==> config.mk <==
export PLATFORM = sky130hd
export DESIGN_NAME = fn_sw_unit
export DESIGN_NICKNAME = d
export VERILOG_FILES = /design/src/rtl/fn_sw_unit.sv
export SDC_FILE = /design/constraint.sdc
export NUM_CORES = 1
export LEC_CHECK = 0
export ABC_AREA = 1
export BUFFER_PORTS_ARGS = -buffer_cell sky130_fd_sc_hd__buf_2
export CORE_ASPECT_RATIO = 0.75
export CORE_MARGIN = 2
export CORE_UTILIZATION = 56
export DETAILED_ROUTE_END_ITERATION = 16
export PLACE_DENSITY = 0.79
export SLEW_MARGIN = 25
export SYNTH_ARGS = -nofsm -noshare
export SYNTH_HDL_FRONTEND = slang
export SYNTH_SLANG_ARGS = --single-unit
==> constraint.sdc <==
create_clock -name clk -period 2.22 [get_ports clk]
set_input_delay 0.444 -clock clk [delete_from_list [all_inputs] [get_ports clk]]
set_output_delay 0.444 -clock clk [all_outputs]
set_load 0.01 [all_outputs]
==> src/rtl/fn_sw_unit.sv <==
// fn_sw_unit: registered, handshaked bitwise function-switch unit.
//
// Each accepted operand pair (a, b) produces y = sel ? (a & b) : (a ^ b).
// The result and its zero/parity flags are queued in a 2-entry FIFO. The
// head entry is presented on the output side.
//
// Ports:
//   clk        system clock, all state updates on the rising edge
//   rst_n      synchronous active-low reset
//   in_valid   producer presents an operand set
//   in_ready   unit can accept an operand set (registered state only)
//   a, b       operands, WIDTH bits
//   sel        function select: 1 = AND, 0 = XOR
//   out_valid  head entry holds a valid result
//   out_ready  consumer accepts the head result
//   out_y      result at the head of the buffer
//   out_zero   1 when out_y is all zeros
//   out_parity XOR-reduction of out_y
module fn_sw_unit #(
    parameter int WIDTH = 8
) (
    input  logic             clk,
    input  logic             rst_n,
    input  logic             in_valid,
    output logic             in_ready,
    input  logic [WIDTH-1:0] a,
    input  logic [WIDTH-1:0] b,
    input  logic             sel,
    output logic             out_valid,
    input  logic             out_ready,
    output logic [WIDTH-1:0] out_y,
    output logic             out_zero,
    output logic             out_parity
);

    // Buffer storage: result plus its precomputed flags.
    logic [WIDTH-1:0] mem_y [2];
    logic             mem_z [2];
    logic             mem_p [2];

    logic [1:0]       cnt;
    logic             wptr;
    logic             rptr;

    // Head registers: these keep showing the last head after the buffer
    // drains, instead of exposing whichever stale slot rptr lands on.
    logic [WIDTH-1:0] head_y;
    logic             head_z;
    logic             head_p;

    logic             push;
    logic             pop;
    logic [WIDTH-1:0] res_y;
    logic             res_z;
    logic             res_p;
    logic [1:0]       cnt_nxt;
    logic             rptr_nxt;
    logic             fwd_new;

    assign in_ready   = (cnt != 2'd2);
    assign out_valid  = (cnt != 2'd0);
    assign out_y      = head_y;
    assign out_zero   = head_z;
    assign out_parity = head_p;

    assign push = in_valid & in_ready;
    assign pop  = out_valid & out_ready;

    // NOTE: combinational logic uses blocking assignments with every output
    // given a default first, so no latch is inferred; the clocked block
    // below uses non-blocking assignments only.
    always_comb begin
        res_y    = sel ? (a & b) : (a ^ b);
        res_z    = ~|res_y;
        res_p    = ^res_y;
        rptr_nxt = rptr ^ pop;
        cnt_nxt  = cnt;
        unique case ({push, pop})
            2'b10:   cnt_nxt = cnt + 2'd1;
            2'b01:   cnt_nxt = cnt - 2'd1;
            default: cnt_nxt = cnt;
        endcase
        // The next head is the entry being written this edge when the write
        // slot coincides with the next read slot (empty push, or push+pop
        // at count 1); otherwise it is already in storage.
        fwd_new  = push && (wptr == rptr_nxt);
    end

    always_ff @(posedge clk) begin
        if (!rst_n) begin
            cnt    <= 2'd0;
            wptr   <= 1'b0;
            rptr   <= 1'b0;
            // NOTE: the buffer storage is reset too, so no X can ever reach
            // the outputs; with two entries the cost is negligible.
            for (int i = 0; i < 2; i++) begin
                mem_y[i] <= '0;
                mem_z[i] <= 1'b1;
                mem_p[i] <= 1'b0;
            end
            head_y <= '0;
            head_z <= 1'b1;
            head_p <= 1'b0;
        end else begin
            cnt  <= cnt_nxt;
            rptr <= rptr_nxt;
            if (push) begin
                mem_y[wptr] <= res_y;
                mem_z[wptr] <= res_z;
                mem_p[wptr] <= res_p;
                wptr        <= ~wptr;
            end
            if (cnt_nxt != 2'd0) begin
                if (fwd_new) begin
                    head_y <= res_y;
                    head_z <= res_z;
                    head_p <= res_p;
                end else begin
                    head_y <= mem_y[rptr_nxt];
                    head_z <= mem_z[rptr_nxt];
                    head_p <= mem_p[rptr_nxt];
                end
            end
        end
    end

endmodule

==> impl_metrics.json, run 1 <==
{
  "drive_above_1_share_pct": 24.9,
  "place_hpwl_microns": 2980,
  "ys_ff_latch": 34,
  "fin_crit_ps": 1940,
  "fin_setup_tns_ps": 0,
  "finalNetCount": 326,
  "route.detailed.drc": 0,
  "grt_overflow": 0,
  "yosysWarnings": 0,
  "grt_pass1_vias": 1569,
  "status": "finished, final reports clean",
  "ir_drop_mv": 1.32,
  "syn_area_sq_um": 2040,
  "initial_core_util_pct": 60.3,
  "cts-resized-gates": 0,
  "postCtsSetupBuffers": 0,
  "hold_viol_final": 0,
  "worstPathRequired_ps": 2410,
  "ant_nets": 0,
  "synth_fp_nets": 285,
  "die_h_microns": 56.2,
  "rsz0062_at_grt": "no",
  "p_leak_uw": 0.00121,
  "cpPeakStageDelay_ps": 410,
  "clockBufferDepth": 2,
  "grt_pass1_wl_microns": 7150,
  "hold_slack_ps": 460,
  "num_antenna_cells": 0,
  "die-width_microns": 73.6,
  "gp_congestion": 0.789,
  "crit_type": "reg2reg",
  "synth_cells": 251,
  "slowest_stage": "dfxtp_1",
  "num_rows": 18,
  "vias": 1747,
  "fin_crit_sh_pct": 87.4,
  "avgSynthCellArea_sq_um": 8.12,
  "cts.sinks": 34,
  "hp-class": "in2reg",
  "boundaryPins": 33,
  "fmax_mhz": 515,
  "initialDrtViolationCount": 159,
  "powerDensity_nw_per_um2": 1220,
  "first_pass_iters": 5,
  "crit_chain": "inv_2 -> nand2_2 -> nand2_4 -> ha_1 -> inv_1 -> nand3_1 -> xor2_1 -> inv_2 -> nand2_4 -> inv_1 -> a21oi_1 -> nand2_1",
  "setup_violations": 0,
  "core-area_sq_um": 3380,
  "syn2layout_area_growth_pct": 15.9,
  "cts.clk_slew.worst_paths_ps": 70,
  "dieArea_sq_um": 4140,
  "hold_depth": 3,
  "numPortBuffers": 32,
  "numCtsBuffers": 5,
  "worstRegToRegCells": 12,
  "ys_types": 30,
  "critPathMaxFanout": 19,
  "slew_headroom_pct": 66.6,
  "maxCapViolations": 0,
  "drv_slew": 0,
  "crit_arrival_ps": 2130,
  "routed_via_density": 5.25,
  "holdBufCountCts": 0,
  "antenna_found_initial": 0,
  "cts_tree": "yes",
  "grt_usage_pct": 22.8,
  "cts_root_buf": "clkbuf_8",
  "routed_wl_microns": 4150,
  "synth-seq-area-share_pct": 42.3,
  "h-tree-depth": 2,
  "worst_pin_slew_ps": 500,
  "endpoint_kind": "flip-flop",
  "wl_per_cell_microns": 12.5,
  "grt_max_degree": 20,
  "startpoint_type": "flip-flop",
  "worstSkewPairLatency_ps": 290,
  "skew_ps": 5.35
}
[per-layer routing]
| metal | vias up | GRT usage, % | part of all wire [%] |
|---|---|---|---|
| met1 | 803 | 30.9 | 43 |
| met5 | - | 0 | 0 |
| met3 | 6 | 7.79 | 8.7 |
| met4 | 0 | 5.45 | 1.2 |
| met2 | 50 | 34.9 | 47 |
| li1 | 888 | - | - |
[report_power, final]
part	total [uW]	switching, uW	internal, uW
Clock	565	235	330
Sequential	888	70.3	818
Combinational	1420	919	503
[cell usage after synthesis (all sizes together)]
master,n,area [sq um]
nand4,11,68.8
nand2b,1,6.26
mux2i,1,10.0
xor2,1,8.76
xnor2,3,26.3
o22ai,1,6.26
o21ai,11,55.1
nor2,39,159
dfxtp,16,320
clkbuf,2,11.3
ha,13,163
nand3,24,163
nand2,59,256
buf,8,73.8
inv,40,150
a21oi,3,18.8
edfxtp,18,541
[final cells by class]
type,count,area (sq um)
clock buffer,5,68.8
clock inverter,3,40.0
fill,277,1020
inverter,40,150
multi-input combinational,167,941
sequential,34,861
tap,40,50.0
timing repair buffer,44,250
[worst paths after layout]
check / startpoint / end / slack [ps]
max: cnt[0] / out_zero / 280
min reg2reg: out_zero / out_zero / 470
min: rst_n / mem_p[0] / 460
max reg2reg: cnt[0] / out_zero / 280
[stage by stage]
| step | std cells | total power, uW | utilization [%] | setup WS (ps) | instance area (sq um) |
|---|---|---|---|---|---|
| final | 333 | 2880 | 69.9 | 280 | 2360 |
| after global routing | 333 | 3120 | 69.9 | 108 | 2360 |
| after CTS | 333 | 2890 | 69.9 | 278 | 2360 |
| after detailed placement | 325 | 2320 | 66.7 | 103 | 2250 |
| after global placement | 325 | 2280 | 66.7 | 151 | 2250 |
| after floorplan | 251 | 2050 | - | 267 | 2040 |
[cell families (layout without fill, tap and decap cells)]
group,after synthesis,in the layout,synth area share [%]
fa+ha+maj,13,13,7.99
xor+xnor,4,4,1.72
compound gates,15,15,3.93
mux,1,1,0.491
simple gates,134,134,32.1
flops,34,34,42.3
buf+inv,50,92,11.5
[flip-flops by register name, indices dropped and copies added, names as in the netlist]
| register | cells |
|---|---|
| cnt | 2 |
| mem_p | 2 |
| mem_y | 16 |
| mem_z | 2 |
| out_parity | 1 |
| out_y | 8 |
| out_zero | 1 |
| rptr | 1 |
| wptr | 1 |
[critical path: cells and delay by family (launching register included)]
family / cells / cell delay (ps)
AO/OA/AOI/OAI: 1 / 120
AND/OR/NAND/NOR: 5 / 480
XOR/XNOR: 1 / 180
adder cells (fa/ha/maj): 1 / 320
buffers and inverters: 4 / 320
flip-flops: 1 / 410
[layout by cell type (no fill, tap or decap), drive strengths merged, types with 3 or more instances in the layout]
| cell type | Yosys | routed |
|---|---|---|
| ha | 13 | 13 |
| a21oi | 3 | 3 |
| clkbuf | 2 | 5 |
| buf | 8 | 44 |
| nor2 | 39 | 39 |
| edfxtp | 18 | 18 |
| dfxtp | 16 | 16 |
| xnor2 | 3 | 3 |
| nand2 | 59 | 59 |
| o21ai | 11 | 11 |
| nand4 | 11 | 11 |
| inv | 40 | 40 |
| nand3 | 24 | 24 |
(Power assumes the default switching activity.)
==> run 2: changes to the inputs <==
--- a/config.mk
+++ b/config.mk
@@ -9,9 +9,10 @@
 export BUFFER_PORTS_ARGS = -buffer_cell sky130_fd_sc_hd__buf_2
 export CORE_ASPECT_RATIO = 0.75
 export CORE_MARGIN = 2
-export CORE_UTILIZATION = 56
+export CORE_UTILIZATION = 58
+export CTS_BUF_LIST = sky130_fd_sc_hd__clkbuf_4
 export DETAILED_ROUTE_END_ITERATION = 16
-export PLACE_DENSITY = 0.79
+export PLACE_DENSITY = 0.82
 export SLEW_MARGIN = 25
 export SYNTH_ARGS = -nofsm -noshare
 export SYNTH_HDL_FRONTEND = slang
==> constraint.sdc (replaced) <==
create_clock -name clk -period 1.8 [get_ports clk]
set_input_delay 0.36 -clock clk [delete_from_list [all_inputs] [get_ports clk]]
set_output_delay 0.36 -clock clk [all_outputs]
set_load 0.01 [all_outputs]
==> impl_metrics.json, run 2 (same netlist as run 1, synthesis figures left out) <==
{
  "largest_register_ffs": 16,
  "core-area_sq_um": 3330,
  "worstPathRequired_ps": 2070,
  "drv_slew": 0,
  "numPortBuffers": 32,
  "power_uw": 4030,
  "grt_overflow": 0,
  "initialDrtViolationCount": 144,
  "maxCapViolations": 0,
  "fin_crit_ps": 1770,
  "cts_tree": "yes",
  "dieArea_sq_um": 4010,
  "endpoint_kind": "flip-flop",
  "status": "finished, final reports clean",
  "largest_register": "mem_y",
  "antenna_found_initial": 0,
  "holdBufCountCts": 0,
  "cts.clk_slew.worst_paths_ps": 110,
  "num_rows": 18,
  "min_to": "wptr",
  "fmax_mhz": 564,
  "wl_per_cell_microns": 14.6,
  "final_cell_mix": "nand2_1, nor2_1, buf_2, inv_1, buf_4",
  "fin_crit_sh_pct": 98.5,
  "worstSkewPairLatency_ps": 360,
  "worst_pin_slew_ps": 260,
  "hold_depth": 3,
  "rsz0062_at_grt": "yes",
  "hold_start": "rst_n",
  "stdcell_area_sq_um": 2560,
  "grt_pass1_wl_microns": 8330,
  "routed_wl_microns": 5120,
  "syn2layout_area_growth_pct": 25.6,
  "hold_slack_ps": 292,
  "setup_violations": 0,
  "grt_max_degree": 14,
  "die_h_microns": 55.3,
  "numCtsBuffers": 5,
  "vias": 1921,
  "initial_core_util_pct": 61.1,
  "ant_nets": 0,
  "startpoint_type": "flip-flop",
  "hp-class": "in2reg",
  "ir_drop_mv": 0.989,
  "grt_usage_pct": 27.5,
  "final_core_util_pct": 76.7,
  "first_pass_iters": 5,
  "place_hpwl_microns": 3440,
  "powerDensity_nw_per_um2": 1570,
  "final_common_cell": "nand2_1",
  "gp_congestion": 0.837,
  "r2r_end": "out_y[7]",
  "p_leak_uw": 0.00128,
  "crit_type": "reg2reg",
  "skew_ps": 12.1,
  "r2r-start": "cnt[0]",
  "finalNetCount": 343,
  "h-tree-depth": 2,
  "routed_via_density": 5.49,
  "cts.sinks": 34,
  "die-width_microns": 72.4,
  "route.detailed.drc": 0,
  "crit_arrival_ps": 2040,
  "place_area_sq_um": 2370,
  "critPathMaxFanout": 5,
  "worstRegToRegCells": 13,
  "clockBufferDepth": 2,
  "cts_root_buf": "clkbuf_4",
  "hold_viol_final": 0,
  "drive_above_1_share_pct": 34.2,
  "grt_pass1_vias": 1808,
  "num_antenna_cells": 0,
  "slew_headroom_pct": 82.7,
  "boundaryPins": 33,
  "r2r_slack_ps": 30
}
==> run 2: worst max-delay path, stage by stage, from the launching register on <==
cell and delay [ps]:
dfxtp_4 390, inv_2 50, nand2_2 80, nand2_4 60
ha_4 250, inv_2 50, nand3_2 90, xor2_2 170
inv_4 150, nand2_4 120, nor2_2 120, nor2_1 50
nand2_1 70, inv_1 40
==> run 2: what timing repair did <==
item,CTS,global route
pin swaps,0,4
gates cloned,3,0
resized for setup,7,18
buffers inserted,1,0
endpoints found under the setup margin,10,10
==> run 2: area by class of cell <==
cell class	count	area [sq um]
Clock inverter	3	16.3
Inverter	40	155
Clock buffer	5	37.5
Fill cell	245	776
Sequential cell	34	866
Multi-Input combinational cell	170	1050
Timing Repair Buffer	58	384
Tap cell	40	50.0
==> run 2: layer usage <==
metal / global-route usage [%] / wire (microns) / vias up
met5: 0 / 0 / -
li1: - / - / 916
met1: 34.5 / 2090 / 862
met3: 6.02 / 443 / 25
met4: 15.3 / 204 / 0
met2: 43.8 / 2380 / 118
==> run 2: worst max-delay path by stage <==
stage               startpoint    endpoint  slack, ps  cells past startpoint
floorplan                 a[2]  out_parity          4                     11
global placement          a[7]  out_parity       -150                     11
detailed placement        a[2]  out_parity       -190                     12
CTS                     cnt[1]    out_zero        -30                     11
global route            cnt[0]    out_y[7]        -80                     13
finish                  cnt[0]    out_y[7]         30                     13
==> run 2: where the power goes <==
| group | switching, uW | total [uW] | internal, uW |
|---|---|---|---|
| Sequential | 113 | 1130 | 1020 |
| Clock | 282 | 427 | 145 |
| Combinational | 1550 | 2470 | 920 |
| Total | 1950 | 4030 | 2080 |
==> run 2: stage by stage <==
step                setup WS (ps)  std cells  TNS (ps)
floorplan                    4.46        251         0
global placement             -150        338      -607
detailed placement           -190        338     -1360
CTS                         -33.7        350     -33.7
global route                -81.2        350      -367
finish                       27.7        350         0
